===== src/rtl/drt_enumerator_if.sv =====
// Wishbone read-master bus bundle between the DRT enumerator and the interconnect.
interface drt_enumerator_if;
    logic        wbm_cyc_o;
    logic        wbm_stb_o;
    logic        wbm_we_o;
    logic [3:0]  wbm_sel_o;
    logic [31:0] wbm_adr_o;
    logic [31:0] wbm_dat_o;
    logic [31:0] wbm_dat_i;
    logic        wbm_ack_i;

    modport master (
        output wbm_cyc_o,
        output wbm_stb_o,
        output wbm_we_o,
        output wbm_sel_o,
        output wbm_adr_o,
        output wbm_dat_o,
        input  wbm_dat_i,
        input  wbm_ack_i
    );

    modport slave (
        input  wbm_cyc_o,
        input  wbm_stb_o,
        input  wbm_we_o,
        input  wbm_sel_o,
        input  wbm_adr_o,
        input  wbm_dat_o,
        output wbm_dat_i,
        output wbm_ack_i
    );
endinterface


===== src/rtl/drt_enumerator.sv =====
// DRT enumerator: walks the device ROM table over wishbone, validates the
// header and searches the device entries for a requested device ID.
module drt_enumerator #(
    parameter logic [31:0] DRT_BASE_ADR    = 32'h0000_0000,
    parameter logic [15:0] EXPECTED_DRT_ID = 16'h0001,
    parameter int          MAX_DEVICES     = 16,
    parameter int          TIMEOUT_CYCLES  = 255
) (
    input  logic              clk,
    input  logic              rst,
    input  logic              start,
    input  logic [15:0]       search_id,
    output logic              busy,
    output logic              done,
    output logic              found,
    output logic [1:0]        err_code,
    output logic [15:0]       drt_version,
    output logic [31:0]       num_dev,
    output logic [7:0]        dev_index,
    output logic [31:0]       dev_mem_off,
    output logic [31:0]       dev_size,
    drt_enumerator_if.master  wb
);

    typedef enum logic [2:0] {
        S_IDLE,
        S_REQ,
        S_WAIT_ACK,
        S_WAIT_REL,
        S_EVAL,
        S_FIN
    } state_t;

    typedef enum logic [2:0] {
        PH_HDR_ID,
        PH_HDR_NUM,
        PH_DEV_ID,
        PH_DEV_MEM,
        PH_DEV_SIZE
    } phase_t;

    localparam logic [7:0]  TIMEOUT_LAST = 8'(TIMEOUT_CYCLES - 1);
    localparam logic [31:0] MAX_DEV_W    = 32'(MAX_DEVICES);

    localparam logic [1:0] ERR_OK      = 2'd0;
    localparam logic [1:0] ERR_BAD_ID  = 2'd1;
    localparam logic [1:0] ERR_TIMEOUT = 2'd2;
    localparam logic [1:0] ERR_COUNT   = 2'd3;

    state_t      state_q, state_d;
    phase_t      phase_q, phase_d;
    logic [7:0]  idx_q, idx_d;
    logic [7:0]  timer_q, timer_d;
    logic [31:0] rdata_q, rdata_d;
    logic [15:0] search_q, search_d;
    logic        cyc_q, cyc_d;
    logic        stb_q, stb_d;
    logic [31:0] adr_q, adr_d;
    logic        busy_q, busy_d;
    logic        done_q, done_d;
    logic        found_q, found_d;
    logic [1:0]  err_q, err_d;
    logic [15:0] ver_q, ver_d;
    logic [31:0] num_q, num_d;
    logic [7:0]  dev_index_q, dev_index_d;
    logic [31:0] mem_off_q, mem_off_d;
    logic [31:0] size_q, size_d;
    logic [7:0]  idx_next;

    // Word address of word 'word' inside device entry 'i'.
    function automatic logic [31:0] dev_adr(input logic [7:0] i, input logic [1:0] word);
        return DRT_BASE_ADR + 32'd4 + {22'd0, i, 2'b00} + {30'd0, word};
    endfunction

    // Next-state logic: sequences the header and entry reads and builds the results.
    always_comb begin
        state_d     = state_q;
        phase_d     = phase_q;
        idx_d       = idx_q;
        timer_d     = timer_q;
        rdata_d     = rdata_q;
        search_d    = search_q;
        cyc_d       = cyc_q;
        stb_d       = stb_q;
        adr_d       = adr_q;
        busy_d      = busy_q;
        done_d      = 1'b0;
        found_d     = found_q;
        err_d       = err_q;
        ver_d       = ver_q;
        num_d       = num_q;
        dev_index_d = dev_index_q;
        mem_off_d   = mem_off_q;
        size_d      = size_q;
        idx_next    = idx_q + 8'd1;

        case (state_q)
            S_IDLE: begin
                if (start) begin
                    search_d    = search_id;
                    found_d     = 1'b0;
                    err_d       = ERR_OK;
                    ver_d       = '0;
                    num_d       = '0;
                    dev_index_d = '0;
                    mem_off_d   = '0;
                    size_d      = '0;
                    idx_d       = '0;
                    busy_d      = 1'b1;
                    phase_d     = PH_HDR_ID;
                    adr_d       = DRT_BASE_ADR;
                    cyc_d       = 1'b1;
                    stb_d       = 1'b1;
                    state_d     = S_REQ;
                end
            end

            S_REQ: begin
                timer_d = '0;
                state_d = S_WAIT_ACK;
            end

            S_WAIT_ACK: begin
                if (wb.wbm_ack_i) begin
                    rdata_d = wb.wbm_dat_i;
                    cyc_d   = 1'b0;
                    stb_d   = 1'b0;
                    timer_d = '0;
                    state_d = S_WAIT_REL;
                end else if (timer_q == TIMEOUT_LAST) begin
                    cyc_d   = 1'b0;
                    stb_d   = 1'b0;
                    err_d   = ERR_TIMEOUT;
                    busy_d  = 1'b0;
                    done_d  = 1'b1;
                    state_d = S_FIN;
                end else begin
                    timer_d = timer_q + 8'd1;
                end
            end

            S_WAIT_REL: begin
                if (!wb.wbm_ack_i) begin
                    state_d = S_EVAL;
                end else if (timer_q == TIMEOUT_LAST) begin
                    err_d   = ERR_TIMEOUT;
                    busy_d  = 1'b0;
                    done_d  = 1'b1;
                    state_d = S_FIN;
                end else begin
                    timer_d = timer_q + 8'd1;
                end
            end

            S_EVAL: begin
                case (phase_q)
                    PH_HDR_ID: begin
                        if (rdata_q[31:16] != EXPECTED_DRT_ID) begin
                            err_d   = ERR_BAD_ID;
                            busy_d  = 1'b0;
                            done_d  = 1'b1;
                            state_d = S_FIN;
                        end else begin
                            ver_d   = rdata_q[15:0];
                            phase_d = PH_HDR_NUM;
                            adr_d   = DRT_BASE_ADR + 32'd1;
                            cyc_d   = 1'b1;
                            stb_d   = 1'b1;
                            state_d = S_REQ;
                        end
                    end
                    PH_HDR_NUM: begin
                        num_d = rdata_q;
                        if (rdata_q > MAX_DEV_W) begin
                            err_d   = ERR_COUNT;
                            busy_d  = 1'b0;
                            done_d  = 1'b1;
                            state_d = S_FIN;
                        end else if (rdata_q == 32'd0) begin
                            busy_d  = 1'b0;
                            done_d  = 1'b1;
                            state_d = S_FIN;
                        end else begin
                            idx_d   = '0;
                            phase_d = PH_DEV_ID;
                            adr_d   = dev_adr(8'd0, 2'd0);
                            cyc_d   = 1'b1;
                            stb_d   = 1'b1;
                            state_d = S_REQ;
                        end
                    end
                    PH_DEV_ID: begin
                        if (rdata_q[15:0] == search_q) begin
                            phase_d = PH_DEV_MEM;
                            adr_d   = dev_adr(idx_q, 2'd2);
                            cyc_d   = 1'b1;
                            stb_d   = 1'b1;
                            state_d = S_REQ;
                        end else if ({24'd0, idx_next} == num_q) begin
                            busy_d  = 1'b0;
                            done_d  = 1'b1;
                            state_d = S_FIN;
                        end else begin
                            idx_d   = idx_next;
                            adr_d   = dev_adr(idx_next, 2'd0);
                            cyc_d   = 1'b1;
                            stb_d   = 1'b1;
                            state_d = S_REQ;
                        end
                    end
                    PH_DEV_MEM: begin
                        mem_off_d = rdata_q;
                        phase_d   = PH_DEV_SIZE;
                        adr_d     = dev_adr(idx_q, 2'd3);
                        cyc_d     = 1'b1;
                        stb_d     = 1'b1;
                        state_d   = S_REQ;
                    end
                    PH_DEV_SIZE: begin
                        size_d      = rdata_q;
                        found_d     = 1'b1;
                        dev_index_d = idx_q;
                        busy_d      = 1'b0;
                        done_d      = 1'b1;
                        state_d     = S_FIN;
                    end
                    default: begin
                        busy_d  = 1'b0;
                        done_d  = 1'b1;
                        state_d = S_FIN;
                    end
                endcase
            end

            S_FIN: begin
                state_d = S_IDLE;
            end

            default: begin
                cyc_d   = 1'b0;
                stb_d   = 1'b0;
                busy_d  = 1'b0;
                state_d = S_IDLE;
            end
        endcase
    end

    // State and output registers; reset releases the bus immediately.
    always_ff @(posedge clk or negedge rst) begin
        if (!rst) begin
            state_q     <= S_IDLE;
            phase_q     <= PH_HDR_ID;
            idx_q       <= '0;
            timer_q     <= '0;
            rdata_q     <= '0;
            search_q    <= '0;
            cyc_q       <= 1'b0;
            stb_q       <= 1'b0;
            adr_q       <= '0;
            busy_q      <= 1'b0;
            done_q      <= 1'b0;
            found_q     <= 1'b0;
            err_q       <= ERR_OK;
            ver_q       <= '0;
            num_q       <= '0;
            dev_index_q <= '0;
            mem_off_q   <= '0;
            size_q      <= '0;
        end else begin
            state_q     <= state_d;
            phase_q     <= phase_d;
            idx_q       <= idx_d;
            timer_q     <= timer_d;
            rdata_q     <= rdata_d;
            search_q    <= search_d;
            cyc_q       <= cyc_d;
            stb_q       <= stb_d;
            adr_q       <= adr_d;
            busy_q      <= busy_d;
            done_q      <= done_d;
            found_q     <= found_d;
            err_q       <= err_d;
            ver_q       <= ver_d;
            num_q       <= num_d;
            dev_index_q <= dev_index_d;
            mem_off_q   <= mem_off_d;
            size_q      <= size_d;
        end
    end

    assign busy        = busy_q;
    assign done        = done_q;
    assign found       = found_q;
    assign err_code    = err_q;
    assign drt_version = ver_q;
    assign num_dev     = num_q;
    assign dev_index   = dev_index_q;
    assign dev_mem_off = mem_off_q;
    assign dev_size    = size_q;

    assign wb.wbm_cyc_o = cyc_q;
    assign wb.wbm_stb_o = stb_q;
    assign wb.wbm_we_o  = 1'b0;
    assign wb.wbm_sel_o = 4'hF;
    assign wb.wbm_adr_o = adr_q;
    assign wb.wbm_dat_o = 32'h0;

endmodule

===== src/flat_wrapper.sv =====
// flat-port wrapper written by rule: the top's interface ports become plain ports
module drt_enumerator_flat 
#(
    parameter logic [31:0] DRT_BASE_ADR    = 32'h0000_0000,
    parameter logic [15:0] EXPECTED_DRT_ID = 16'h0001,
    parameter int          MAX_DEVICES     = 16,
    parameter int          TIMEOUT_CYCLES  = 255
)
  (clk, rst, start, search_id, busy, done, found, err_code, drt_version, num_dev, dev_index, dev_mem_off, dev_size, wb_wbm_cyc_o, wb_wbm_stb_o, wb_wbm_we_o, wb_wbm_sel_o, wb_wbm_adr_o, wb_wbm_dat_o, wb_wbm_dat_i, wb_wbm_ack_i);
  drt_enumerator_if wb_i ();
  input  logic clk;
  input  logic rst;
  input  logic start;
  input  logic [15:0] search_id;
  output logic busy;
  output logic done;
  output logic found;
  output logic [1:0] err_code;
  output logic [15:0] drt_version;
  output logic [31:0] num_dev;
  output logic [7:0] dev_index;
  output logic [31:0] dev_mem_off;
  output logic [31:0] dev_size;
  output wire logic [$bits(wb_i.wbm_cyc_o)-1:0] wb_wbm_cyc_o;
  output wire logic [$bits(wb_i.wbm_stb_o)-1:0] wb_wbm_stb_o;
  output wire logic [$bits(wb_i.wbm_we_o)-1:0] wb_wbm_we_o;
  output wire logic [$bits(wb_i.wbm_sel_o)-1:0] wb_wbm_sel_o;
  output wire logic [$bits(wb_i.wbm_adr_o)-1:0] wb_wbm_adr_o;
  output wire logic [$bits(wb_i.wbm_dat_o)-1:0] wb_wbm_dat_o;
  input wire logic [$bits(wb_i.wbm_dat_i)-1:0] wb_wbm_dat_i;
  input wire logic [$bits(wb_i.wbm_ack_i)-1:0] wb_wbm_ack_i;
  assign wb_wbm_cyc_o = wb_i.wbm_cyc_o;
  assign wb_wbm_stb_o = wb_i.wbm_stb_o;
  assign wb_wbm_we_o = wb_i.wbm_we_o;
  assign wb_wbm_sel_o = wb_i.wbm_sel_o;
  assign wb_wbm_adr_o = wb_i.wbm_adr_o;
  assign wb_wbm_dat_o = wb_i.wbm_dat_o;
  assign wb_i.wbm_dat_i = wb_wbm_dat_i;
  assign wb_i.wbm_ack_i = wb_wbm_ack_i;
  drt_enumerator #(.DRT_BASE_ADR(DRT_BASE_ADR), .EXPECTED_DRT_ID(EXPECTED_DRT_ID), .MAX_DEVICES(MAX_DEVICES), .TIMEOUT_CYCLES(TIMEOUT_CYCLES)) u_core (.clk(clk), .rst(rst), .start(start), .search_id(search_id), .busy(busy), .done(done), .found(found), .err_code(err_code), .drt_version(drt_version), .num_dev(num_dev), .dev_index(dev_index), .dev_mem_off(dev_mem_off), .dev_size(dev_size), .wb(wb_i));
endmodule

===== config.mk =====
export PLATFORM = sky130hd
export DESIGN_NAME = drt_enumerator_flat
export DESIGN_NICKNAME = d
export VERILOG_FILES = /design/src/rtl/drt_enumerator_if.sv /design/src/rtl/drt_enumerator.sv /design/src/flat_wrapper.sv
export SDC_FILE = /design/constraint.sdc
export NUM_CORES = 1
export LEC_CHECK = 0
export CORE_AREA = 2 2 170 172
export CTS_BUF_LIST = sky130_fd_sc_hd__clkbuf_4 sky130_fd_sc_hd__clkbuf_8
export DETAILED_ROUTE_END_ITERATION = 16
export DIE_AREA = 0 0 172 174
export PLACE_DENSITY = 0.6
export RECOVER_POWER = 100
export SYNTH_ARGS = -nofsm -noshare
export SYNTH_HDL_FRONTEND = slang
export SYNTH_SLANG_ARGS = --single-unit

===== constraint.sdc =====
create_clock -name clk -period 4.88 [get_ports clk]
set_input_delay 1.22 -clock clk [delete_from_list [all_inputs] [get_ports clk]]
set_output_delay 1.22 -clock clk [all_outputs]
set_load 0.02 [all_outputs]

* Word-level counts from Yosys, hierarchy flattened
Cells that the tools add are included.
** Operators by class
- Add/subtract/negate cells :: 6
- Multipliers :: 0
- Divide/modulo/power cells :: 0
- $lt $le $gt $ge :: 1
- Equal/unequal tests :: 37
- Shift-type cells :: 0
- Muxes and demuxes :: 90
- Bitwise gates (word level) :: 2
- Reductions and logical operators :: 21
** Operators with widths (count)
- 2-to-1 mux 32 bit :: 9
- case mux 32 bit (2 select lines) :: 4
- case mux 32 bit (4 select lines) :: 1
- 2-to-1 mux 8 bit :: 9
- adder 32 x 2 -> 32 bit (second input constant) :: 2
- 2-to-1 mux 16 bit :: 3
- case mux 8 bit (2 select lines) :: 3
- 2-to-1 mux 3 bit :: 14
- equality test 8 x 32 -> 1 bit :: 1
- greater-than comparator 32 x 5 -> 1 bit (second input constant) :: 1
- zero test 32 bit :: 1
- case mux 16 bit (2 select lines) :: 1
- AND reduction 7 bit :: 4
- 2-to-1 mux 1 bit :: 26
- case mux 3 bit (4 select lines) :: 2
- case mux 8 bit (3 select lines) :: 1
- adder 3 x 10 -> 11 bit (first input constant) :: 2
- inequality test 2 bit (second input constant) :: 9
- inequality test 3 x 2 -> 1 bit (second input constant) :: 6
- inequality test 3 bit (second input constant) :: 6
- adder 8 x 1 -> 8 bit (second input constant) :: 2
- equality test 16 bit :: 1
- inequality test 16 x 1 -> 1 bit (second input constant) :: 1
- case mux 1 bit (4 select lines) :: 4
- 27 further kinds :: 44
** Word-level totals
- Flip-flop bits (word level) :: 228
- Latch bits :: 0
- RAM bits :: 0
- Memory bits (read-only) :: 0
- Bits of input ports :: 52
- Output and inout bits :: 196
- Logic and storage cells :: 174
- Memories kept :: 0

* Depth between registers and ports, before layout
Gate-level depths: netlist of the first run.
- Word-level depth :: 6
- Mapped depth :: 11
- Depth with buffers taken out :: 9

* Least setup slack after synthesis of the first run
Ideal clock, no wire load.
- Kind :: input to register
- Start point :: in wb_wbm_ack_i
- End point :: reg u_core.rdata_q[10]
- Library setup time :: 0.125 ns
- Arrival :: 2.682 ns
- Path slack :: 2.073 ns
- Stages on the path :: 5
- Buffers on the path :: 2
- Path through :: clkbuf_1 > nand2_1 > nor3_1 > clkbuf_1 > mux2_2
** On the way
- Cells in the longest elaborated chain, start to end :: 1
** RTL lines
- start: declaration :: RTL line flat_wrapper.sv:31 : input wire logic [$bits(wb_i.wbm_ack_i)-1:0] wb_wbm_ack_i;
- AND reduction 2 bit (no source line)
- end signal: assignment :: RTL line drt_enumerator.sv:274 : rdata_q <= rdata_d;
- end: declaration :: RTL line drt_enumerator.sv:54 : logic [31:0] rdata_q, rdata_d;
No other way between the ends.
A chain may end at the register's enable or synchronous reset.

* Worst setup path after layout of the first run
- Start point :: in start
- End point :: reg u_core.size_q[4], in the netlist u_core.dev_size[4]
** On the way
- Cells in the longest elaborated chain, start to end :: 2
** RTL lines
- start: declaration :: RTL line flat_wrapper.sv:13 : input logic start;
- inequality test 2 bit (no source line)
- AND reduction 3 bit (no source line)
- end signal: assignment :: RTL line drt_enumerator.sv:287 : size_q <= size_d;
- end: declaration :: RTL line drt_enumerator.sv:67 : logic [31:0] size_q, size_d;
No other way between the ends.

==> results of run 1 <==
logic make-up after synthesis:
logic type               count (synthesis)
AND/OR/NAND/NOR                        369
buffers and inverters                  128
flip-flops                             207
adder cells (fa/ha/maj)                  4
XOR/XNOR                                39
other                                    2
AO/OA/AOI/OAI                          217
multiplexers                            35
final cells by class:
type	instances	area share [%]
diodes	1	0.0201
clock buffers	59	6.07
clock inverters	3	0.201
inverters	11	0.332
multi-input cells	722	32.3
flip-flops and latches	207	41.6
well taps	384	3.86
repair buffers	198	15.6
synth_stat cells (all sizes together), types with 2 or more instances:
library cell,instances
a21oi,13
a211o,2
nor2b,5
xor2,14
a2bb2oi,2
nor4b,2
or3,4
o21a,2
nand2b,7
o22a,2
a22o,4
clkbuf,41
nor3,15
and2,5
mux2,35
o31ai,5
buf,76
nand2,241
nor3b,2
nand3,23
dfrtp,207
a31oi,4
conb,2
nor4,21
nor2,23
ha,4
o41ai,6
a21boi,2
or3b,2
o32a,2
nand4,11
o311ai,3
a21o,4
inv,11
and3,2
or2,3
xnor2,25
a32o,2
a211oi,6
o21ai,145
final timing paths:
check                             startpoint                      end  slack (ns)  cells past startpoint
max                                    start       u_core.dev_size[4]        1.02                      5
min                             u_core.found             u_core.found        0.47                      2
max reg2reg                u_core.state_q[2]  u_core.wb.wbm_adr_o[10]        1.17                      6
min reg2reg                     u_core.found             u_core.found        0.47                      2
max in group asynchronous                rst    u_core.drt_version[5]        1.38                      2
min in group asynchronous                rst   u_core.dev_mem_off[27]        1.58                      1
worst min-delay path, stage by stage (launching register included):
cell	delay, ns
dfrtp_1	0.33
nand2_1	0.05
nand2_1	0.05
state kept, by name, indices dropped and copies added (netlist names):
signal	count
u_core.busy	1
u_core.dev_index	8
u_core.search_q	16
u_core.drt_version	16
u_core.timer_q	8
u_core.wb.wbm_adr_o	11
u_core.rdata_q	32
u_core.num_dev	32
u_core.idx_q	8
u_core.err_code	2
u_core.state_q	3
u_core.phase_q	3
u_core.dev_mem_off	32
u_core.wb.wbm_cyc_o	1
u_core.found	1
u_core.dev_size	32
u_core.done	1
placed cells by master, fill, tap and decap left out, drive strengths merged, types with 6 or more instances in the layout:
cell / synthesis / routed
a21oi: 13 / 13
nor2: 23 / 23
a211oi: 6 / 6
clkdlybuf4s50: 0 / 48
nand2: 241 / 241
dlygate4sd3: 0 / 140
o41ai: 6 / 6
xor2: 14 / 14
nor4: 21 / 21
xnor2: 25 / 25
nand4: 11 / 11
o21ai: 145 / 145
nor3: 15 / 15
clkbuf: 41 / 66
dfrtp: 207 / 207
inv: 11 / 13
mux2: 35 / 35
nand2b: 7 / 7
nand3: 23 / 23
conb: 2 / 58
metrics by stage:
stage,instance area [µm²],std cells,setup WS (ns)
floorplan,9960,1057,2.07
global placement,11800,1522,1.35
detailed placement,11800,1522,1.29
CTS,12500,1584,1.61
global route,12400,1584,0.762
finish,12400,1585,1.02
where the power goes:
group | total, µW | switching [µW] | internal (µW)
clock | 1690 | 709 | 980
combinational | 1790 | 1040 | 750
sequential | 2520 | 426 | 2090
metal layers:
| layer | vias to the layer above | share of wire [%] | GRT usage [%] |
|---|---|---|---|
| met5 | - | 0 | 0 |
| met4 | 0 | 2.2 | 5.18 |
| met3 | 38 | 9.6 | 7.29 |
| met2 | 253 | 46 | 29.7 |
| met1 | 3685 | 42 | 24.1 |
| li1 | 3673 | - | - |
==> impl_metrics.env, run 1 <==
export IMPL_seqCellArea_um2=5180
export IMPL_synth_mux_area_fraction_pct=4.12
export IMPL_root_buffer="clkbuf_8"
export IMPL_ys_seq_area_share_pct=53.1
export IMPL_fillCellCount=2771
export IMPL_cp_slowest_cell="nor2_2"
export IMPL_path_class="input pin to flop"
export IMPL_cts_setup_buffers=0
export IMPL_overflow=0
export IMPL_synth_cell_area_um2=9750
export IMPL_post_route_period_util_pct=79.1
export IMPL_grt_pass1_vias=7430
export IMPL_powerDensity_nw_per_um2=482
export IMPL_final_core_util_pct=44.1
export IMPL_critPathArrivalTime_ns=4.23
export IMPL_fin_worst_skew_ns=0.0139
export IMPL_gp_congestion=0.873
export IMPL_final_nets=1233
export IMPL_clkSlewWorstSetupHoldPaths_ns=0.05
export IMPL_htreeDepth=2
export IMPL_violations="max-capacitance violations, max-slew violations"
export IMPL_yosys_top_cells_area="dfrtp_1, nand2_1, o21ai_0, buf_4, mux2_2"
export IMPL_synthSimpleGateAreaFrac_pct=17.6
export IMPL_yosysWarnings=0
export IMPL_ys_types=73
export IMPL_holdWs_ns=0.465
export IMPL_outcome="complete, but fails checks"
export IMPL_vias=7649
export IMPL_path_cells="dlygate4sd3_1 > and2_0 > nor2_2 > clkbuf_1 > o21ai_0"
export IMPL_rows=62
export IMPL_cp_num_buf_inv=2
export IMPL_cp_max_fo=50
export IMPL_routed_wl_um=27900
export IMPL_irDropWorstVdd_mv=0.229
export IMPL_netlist_instances=1001
export IMPL_fp_dieH_um=174
export IMPL_hold_viol=0
export IMPL_ys_seq_elements=207
export IMPL_numCtsBuffers=37
export IMPL_synth_fa_ha_area_share_pct=0.513
export IMPL_max_cap_viol_count=5
export IMPL_hpwl_um=20500
export IMPL_area_growth_pct=27.6
export IMPL_clock_sinks=207
export IMPL_p_total_uw=6000
export IMPL_synth_edf_count=0
export IMPL_clock_path_buffers=3
export IMPL_slew_headroom_pct=-93.5
export IMPL_synth_compound_area_share_pct=13.3
export IMPL_cp_required_ns=5.25
export IMPL_synth_top_family_by_area="simple AND/OR/NAND/NOR gates"
export IMPL_antenna_found_initial=0
export IMPL_cts_hold_buf=0
export IMPL_route_detailed_drc=0
export IMPL_fin_crit_ns=3.86
export IMPL_die_area_um2=29900
export IMPL_cts_tree="done"
export IMPL_wl_per_cell_um=17.6
export IMPL_grt_max_degree=112
export IMPL_fp_coreArea_um2=28200
export IMPL_synthArstFlopShare_pct=100
export IMPL_synth_main_ff_cell="dfrtp_1"
export IMPL_setup_viol=0
export IMPL_hold_class="flop to flop"
export IMPL_grt_pass1_wl_um=43300
export IMPL_synth_xor_area_share_pct=3.50
export IMPL_p_leak_uw=0.00577
export IMPL_first_pass_iters=4
export IMPL_start_util_pct=34.5
export IMPL_numPortBuffers=189
export IMPL_drtAntennaViolNets=0
export IMPL_critical_path_top_delay_family="simple AND/OR/NAND/NOR gates"
export IMPL_cpPeakStageDelay_ns=1.38
export IMPL_insertion_delay_ns=0.53
export IMPL_cts_resized=0
export IMPL_start_kind="input pin"
export IMPL_synth_area_per_cell_um2=9.74
export IMPL_drive_gt1_share_pct=9.83
export IMPL_tightestPinTransition_ns=2.90
export IMPL_grt_setup_unrepaired="false"
export IMPL_setup_tns_ns=0
export IMPL_max_freq_mhz=259
export IMPL_slew_violations=257
export IMPL_via_per_inst=4.83
export IMPL_yosysTopAreaCellShare_pct=53.1
export IMPL_multiInputGateArea_um2=4020
export IMPL_grt_total_usage_pct=18.8
export IMPL_drtIter0Drc=492
export IMPL_die_w_um=172
export IMPL_worstSetupEndpointType="flop"
export IMPL_num_io_pins=248
export IMPL_synth_top_cell_by_area="dfrtp_1"
Power figures use the tool's default switching activity.
==> inputs of run 2 (changes only) <==
Clock period 4.88 ns to 4 ns, I/O delays scaled along.
==> run 2 against run 1 <==
The flow still finishes with violations (max-capacitance violations, max-slew violations). Routed wire length barely moved. Clock power rose by 35%. Total power rose by 25%. Worst hold slack improved by 0.0047 ns. Critical path depth grew 2. First-iteration DRC count rose by 13%. Sequential power increased by 21%. Setup slack got worse by 0.38 ns. Combinational power up 21%. Utilization up 0.38 points. Largest cell class unchanged. Clock skew is 0.012 ns higher. Flip-flop and latch count did not move.
==> impl_metrics.env, run 2 (synthesis results as in run 1) <==
export IMPL_drtIter0Drc=558
export IMPL_clock_sinks=207
export IMPL_layout_cells_non_filler=1596
export IMPL_reg2reg_to="u_core.wb.wbm_adr_o[10]"
export IMPL_worstSetupEndpointType="flop"
export IMPL_powerDensity_nw_per_um2=599
export IMPL_fin_worst_skew_ns=0.0256
export IMPL_dp_cells=1525
export IMPL_fp_coreArea_um2=28200
export IMPL_clkSlewWorstSetupHoldPaths_ns=0.06
export IMPL_worstRegToRegCells=7
export IMPL_grt_util_met2_pct=30.1
export IMPL_multiInputGateArea_um2=3990
export IMPL_hp_start="u_core.found"
export IMPL_fp_dieH_um=174
export IMPL_rows=62
export IMPL_cts_setup_buffers=0
export IMPL_numPortBuffers=189
export IMPL_cp_required_ns=4.42
export IMPL_vias=7712
export IMPL_busiest_layer="met2"
export IMPL_antenna_found_initial=1
export IMPL_insertion_delay_ns=0.55
export IMPL_overflow=0
export IMPL_numCtsBuffers=39
export IMPL_first_pass_iters=5
export IMPL_die_w_um=172
export IMPL_p_leak_uw=0.00583
export IMPL_max_cap_viol_count=2
export IMPL_use_met1_pct=24.9
export IMPL_path_class="flop to flop"
export IMPL_critPathArrivalTime_ns=3.78
export IMPL_htreeDepth=2
export IMPL_hold_class="flop to flop"
export IMPL_slew_headroom_pct=-84.4
export IMPL_wl_per_cell_um=17.5
export IMPL_setup_tns_ns=0
export IMPL_drtAntennaViolNets=0
export IMPL_via_per_inst=4.83
export IMPL_drive_gt1_share_pct=10.6
export IMPL_fillCellCount=2758
export IMPL_irDropWorstVdd_mv=0.393
export IMPL_start_kind="flop"
export IMPL_grt_pass1_vias=7641
export IMPL_cts_tree="done"
export IMPL_diodes=0
export IMPL_grt_setup_unrepaired="false"
export IMPL_grt_total_usage_pct=19.1
export IMPL_pre_cts_ws_ns=0.982
export IMPL_cts_hold_buf=0
export IMPL_hold_end="u_core.found"
export IMPL_setup_ws_ns=0.639
export IMPL_route_detailed_drc=0
export IMPL_cp_max_fo=20
export IMPL_violations="max-capacitance violations, max-slew violations"
export IMPL_r2r_slack_ns=0.64
export IMPL_seqCellArea_um2=5180
export IMPL_gp_congestion=0.883
export IMPL_final_nets=1238
export IMPL_layout_commonest_cell="nand2_1"
export IMPL_die_area_um2=29900
export IMPL_p_total_uw=7520
export IMPL_slew_violations=95
export IMPL_max_freq_mhz=298
export IMPL_grt_max_degree=79
export IMPL_min_path_cells=2
export IMPL_start_util_pct=34.5
export IMPL_hold_viol=0
export IMPL_num_io_pins=248
export IMPL_routed_wl_um=27900
export IMPL_layout_common_cells="nand2_1, dfrtp_1, o21ai_0"
export IMPL_area_growth_pct=28.7
export IMPL_post_route_period_util_pct=84.0
export IMPL_grt_pass1_wl_um=44600
export IMPL_clock_path_buffers=3
export IMPL_tightestPinTransition_ns=2.77
export IMPL_setup_viol=0
export IMPL_met3_usage_pct=7.29
export IMPL_outcome="complete, but fails checks"
export IMPL_fin_crit_ns=3.36
export IMPL_hpwl_um=20200
export IMPL_cts_resized=0
export IMPL_r2r_start="u_core.state_q[2]"
export IMPL_root_buffer="clkbuf_8"
==> run 2: how the worst max path moves through the flow <==
stage | start | endpoint | slack (ns) | depth (start not counted)
4_1_cts | u_core.idx_q[0] | u_core.idx_q[0] | 0.96 | 8
2_1_floorplan | wb_wbm_ack_i | u_core.rdata_q[10] | 1.41 | 5
3_5_place_dp | u_core.idx_q[0] | u_core.idx_q[0] | 0.98 | 8
6_report | u_core.state_q[2] | u_core.wb.wbm_adr_o[10] | 0.64 | 7
3_3_place_gp | start | u_core.num_dev[28] | 1.04 | 7
5_1_grt | u_core.state_q[2] | u_core.wb.wbm_adr_o[10] | 0.32 | 7
==> run 2: stage by stage <==
step | hold slack (ns) | instance area (µm²) | util [%]
6_report | 0.470 | 12600 | 44.5
5_1_grt | 0.493 | 12600 | 44.5
4_1_cts | 0.424 | 12600 | 44.8
3_5_place_dp | 0.469 | 11800 | 41.7
3_3_place_gp | 0.461 | 11800 | 41.7
2_1_floorplan | 0.467 | 9960 | -
==> run 2: worst max-delay path, stage by stage, from the launching register on <==
cell and delay, ns:
dfrtp_1 0.62, nor4b_2 0.73, nand2_1 0.36, or2_0 0.50, nor4_4 0.31, buf_4 0.24, nor2_1 0.11, mux2_1 0.36
==> run 2: cell type report <==
| class | instances | share of cell area [%] |
|---|---|---|
| clock buffers | 64 | 6.42 |
| clock inverters | 7 | 0.618 |
| inverters | 11 | 0.329 |
| multi-input cells | 722 | 31.8 |
| flip-flops and latches | 207 | 41.3 |
| well taps | 384 | 3.83 |
| repair buffers | 201 | 15.8 |
==> run 2: where the power goes <==
group	leakage (µW)	total [µW]	internal, µW	switching, µW
registers	0.00278	3060	2550	509
logic	0.00259	2170	910	1260
clock network	0.000467	2280	1350	937
==> run 2: metal layers <==
metal	vias to the layer above	part of all wire, %	routed length, µm
met5	-	0.047	13
met4	2	1.8	497
met3	41	9.7	2720
met2	265	46	12900
met1	3698	42	11700
li1	3706	-	-
==> inputs of run 3 (changes only) <==
Clock period 4 ns to 3.11 ns, I/O delays scaled along.
==> run 3 against run 2 <==
The run still ends with max-capacitance violations, max-slew violations left. Largest power group unchanged. Flip-flop and latch count unchanged. Die area unchanged. Setup slack worse by 0.43 ns. Global-route usage shrank 0.098 points. Register-to-register slack lost 0.43 ns. Clock power rose by 24%. Non-clock buffer count rose by 17.
==> impl_metrics.env, run 3 (synthesis results as in run 1) <==
export IMPL_cp_required_ns=3.51
export IMPL_met3_usage_pct=7.35
export IMPL_p_leak_uw=0.00589
export IMPL_grt_setup_unrepaired="false"
export IMPL_r2r_start="u_core.rdata_q[30]"
export IMPL_root_buffer="clkbuf_8"
export IMPL_critical_path_top_delay_family="simple AND/OR/NAND/NOR gates"
export IMPL_die_w_um=172
export IMPL_hold_viol=0
export IMPL_layout_common_cells="nand2_1, dfrtp_1, o21ai_0"
export IMPL_path_class="flop to flop"
export IMPL_cts_hold_buf=0
export IMPL_fin_worst_skew_ns=0.0260
export IMPL_antenna_found_initial=2
export IMPL_post_route_period_util_pct=93.2
export IMPL_hpwl_um=20600
export IMPL_use_met1_pct=24.7
export IMPL_fin_crit_ns=2.90
export IMPL_htreeDepth=2
export IMPL_cts_setup_buffers=0
export IMPL_rows=62
export IMPL_fp_dieH_um=174
export IMPL_start_kind="flop"
export IMPL_cp_max_fo=22
export IMPL_cp_startpoint="u_core.rdata_q[30]"
export IMPL_grt_pass1_vias=7635
export IMPL_clkSlewWorstSetupHoldPaths_ns=0.06
export IMPL_setup_viol=0
export IMPL_clock_sinks=207
export IMPL_critPathArrivalTime_ns=3.30
export IMPL_insertion_delay_ns=0.54
export IMPL_setup_tns_ns=0
export IMPL_final_nets=1254
export IMPL_gp_congestion=0.871
export IMPL_num_io_pins=248
export IMPL_clock_path_buffers=3
export IMPL_hp_start="u_core.found"
export IMPL_drtIter0Drc=534
export IMPL_outcome="complete, but fails checks"
export IMPL_worstSetupEndpointType="flop"
export IMPL_powerDensity_nw_per_um2=763
export IMPL_start_util_pct=34.5
export IMPL_grt_total_usage_pct=19.0
export IMPL_first_pass_iters=5
export IMPL_tightestPinTransition_ns=2.05
export IMPL_busiest_layer="met2"
export IMPL_slew_violations=78
export IMPL_slew_headroom_pct=-36.8
export IMPL_area_growth_pct=30.0
export IMPL_fp_coreArea_um2=28200
export IMPL_hold_class="flop to flop"
export IMPL_irDropWorstVdd_mv=0.485
export IMPL_numCtsBuffers=38
export IMPL_overflow=0
export IMPL_diodes=0
export IMPL_vias=7680
export IMPL_path_cells="nor4_1 > nand4_1 > nor2_1 > o221ai_1 > nand2b_2 > nor2_4 > mux2_4"
export IMPL_multiInputGateArea_um2=4030
export IMPL_wl_per_cell_um=17.4
export IMPL_layout_commonest_cell="nand2_1"
export IMPL_routed_wl_um=28000
export IMPL_cts_resized=0
export IMPL_die_area_um2=29900
export IMPL_seqCellArea_um2=5180
export IMPL_via_per_inst=4.77
export IMPL_grt_pass1_wl_um=44300
export IMPL_drtAntennaViolNets=0
export IMPL_cp_num_buf_inv=0
export IMPL_max_freq_mhz=345
export IMPL_drive_gt1_share_pct=12.2
export IMPL_max_cap_viol_count=1
export IMPL_cpPeakStageDelay_ns=0.45
export IMPL_p_total_uw=9660
export IMPL_cp_slowest_cell="nand2b_2"
export IMPL_grt_util_met2_pct=29.7
export IMPL_grt_max_degree=80
export IMPL_violations="max-capacitance violations, max-slew violations"
export IMPL_cts_tree="done"
export IMPL_numPortBuffers=189
export IMPL_fillCellCount=2765
export IMPL_route_detailed_drc=0
## run 3: metal layers
metal | part of all wire, % | wire, µm
met1 | 43 | 11900
met2 | 46 | 12900
met3 | 9.5 | 2670
met4 | 1.8 | 502
met5 | 0.054 | 15
## run 3: area by class of cell
cell class              count  area share [%]
clock buffers              64            6.21
well taps                 384            3.79
repair buffers            218            16.6
inverters                  11           0.326
flip-flops and latches    207            40.9
multi-input cells         722            31.8
clock inverters             4           0.464
## run 3: worst paths after layout
check,endpoint,slack (ns),cells past startpoint
worst max-delay path,u_core.wb.wbm_adr_o[6],0.21,7
worst min-delay path,u_core.found,0.47,2
worst max register to register,u_core.wb.wbm_adr_o[6],0.21,7
worst min register to register,u_core.found,0.47,2
max in group asynchronous,u_core.dev_mem_off[18],0.84,2
min in group asynchronous,u_core.dev_mem_off[27],0.81,1
## run 3: stage by stage
step	setup slack, ns	hold WS (ns)	utilization (%)	area, µm²	std cells
2_1_floorplan	0.580	0.467	-	9960	1057
3_3_place_gp	0.275	0.462	42.3	11900	1542
3_5_place_dp	0.249	0.469	42.3	11900	1542
4_1_cts	0.248	0.285	45.2	12800	1610
5_1_grt	0.0470	0.495	44.9	12700	1610
6_report	0.212	0.470	44.9	12700	1610
## run 3: report_power, final
part | internal (µW) | switching (µW) | leakage [µW] | total (µW)
clock | 1680 | 1150 | 0.000446 | 2830
sequential | 3290 | 536 | 0.00278 | 3820
combinational | 1240 | 1770 | 0.00267 | 3010
## run 3: worst min-delay path: cells and delay by family (launching register included)
| family | cells | cell delay [ns] |
|---|---|---|
| flops | 1 | 0.33 |
| simple gates | 2 | 0.10 |
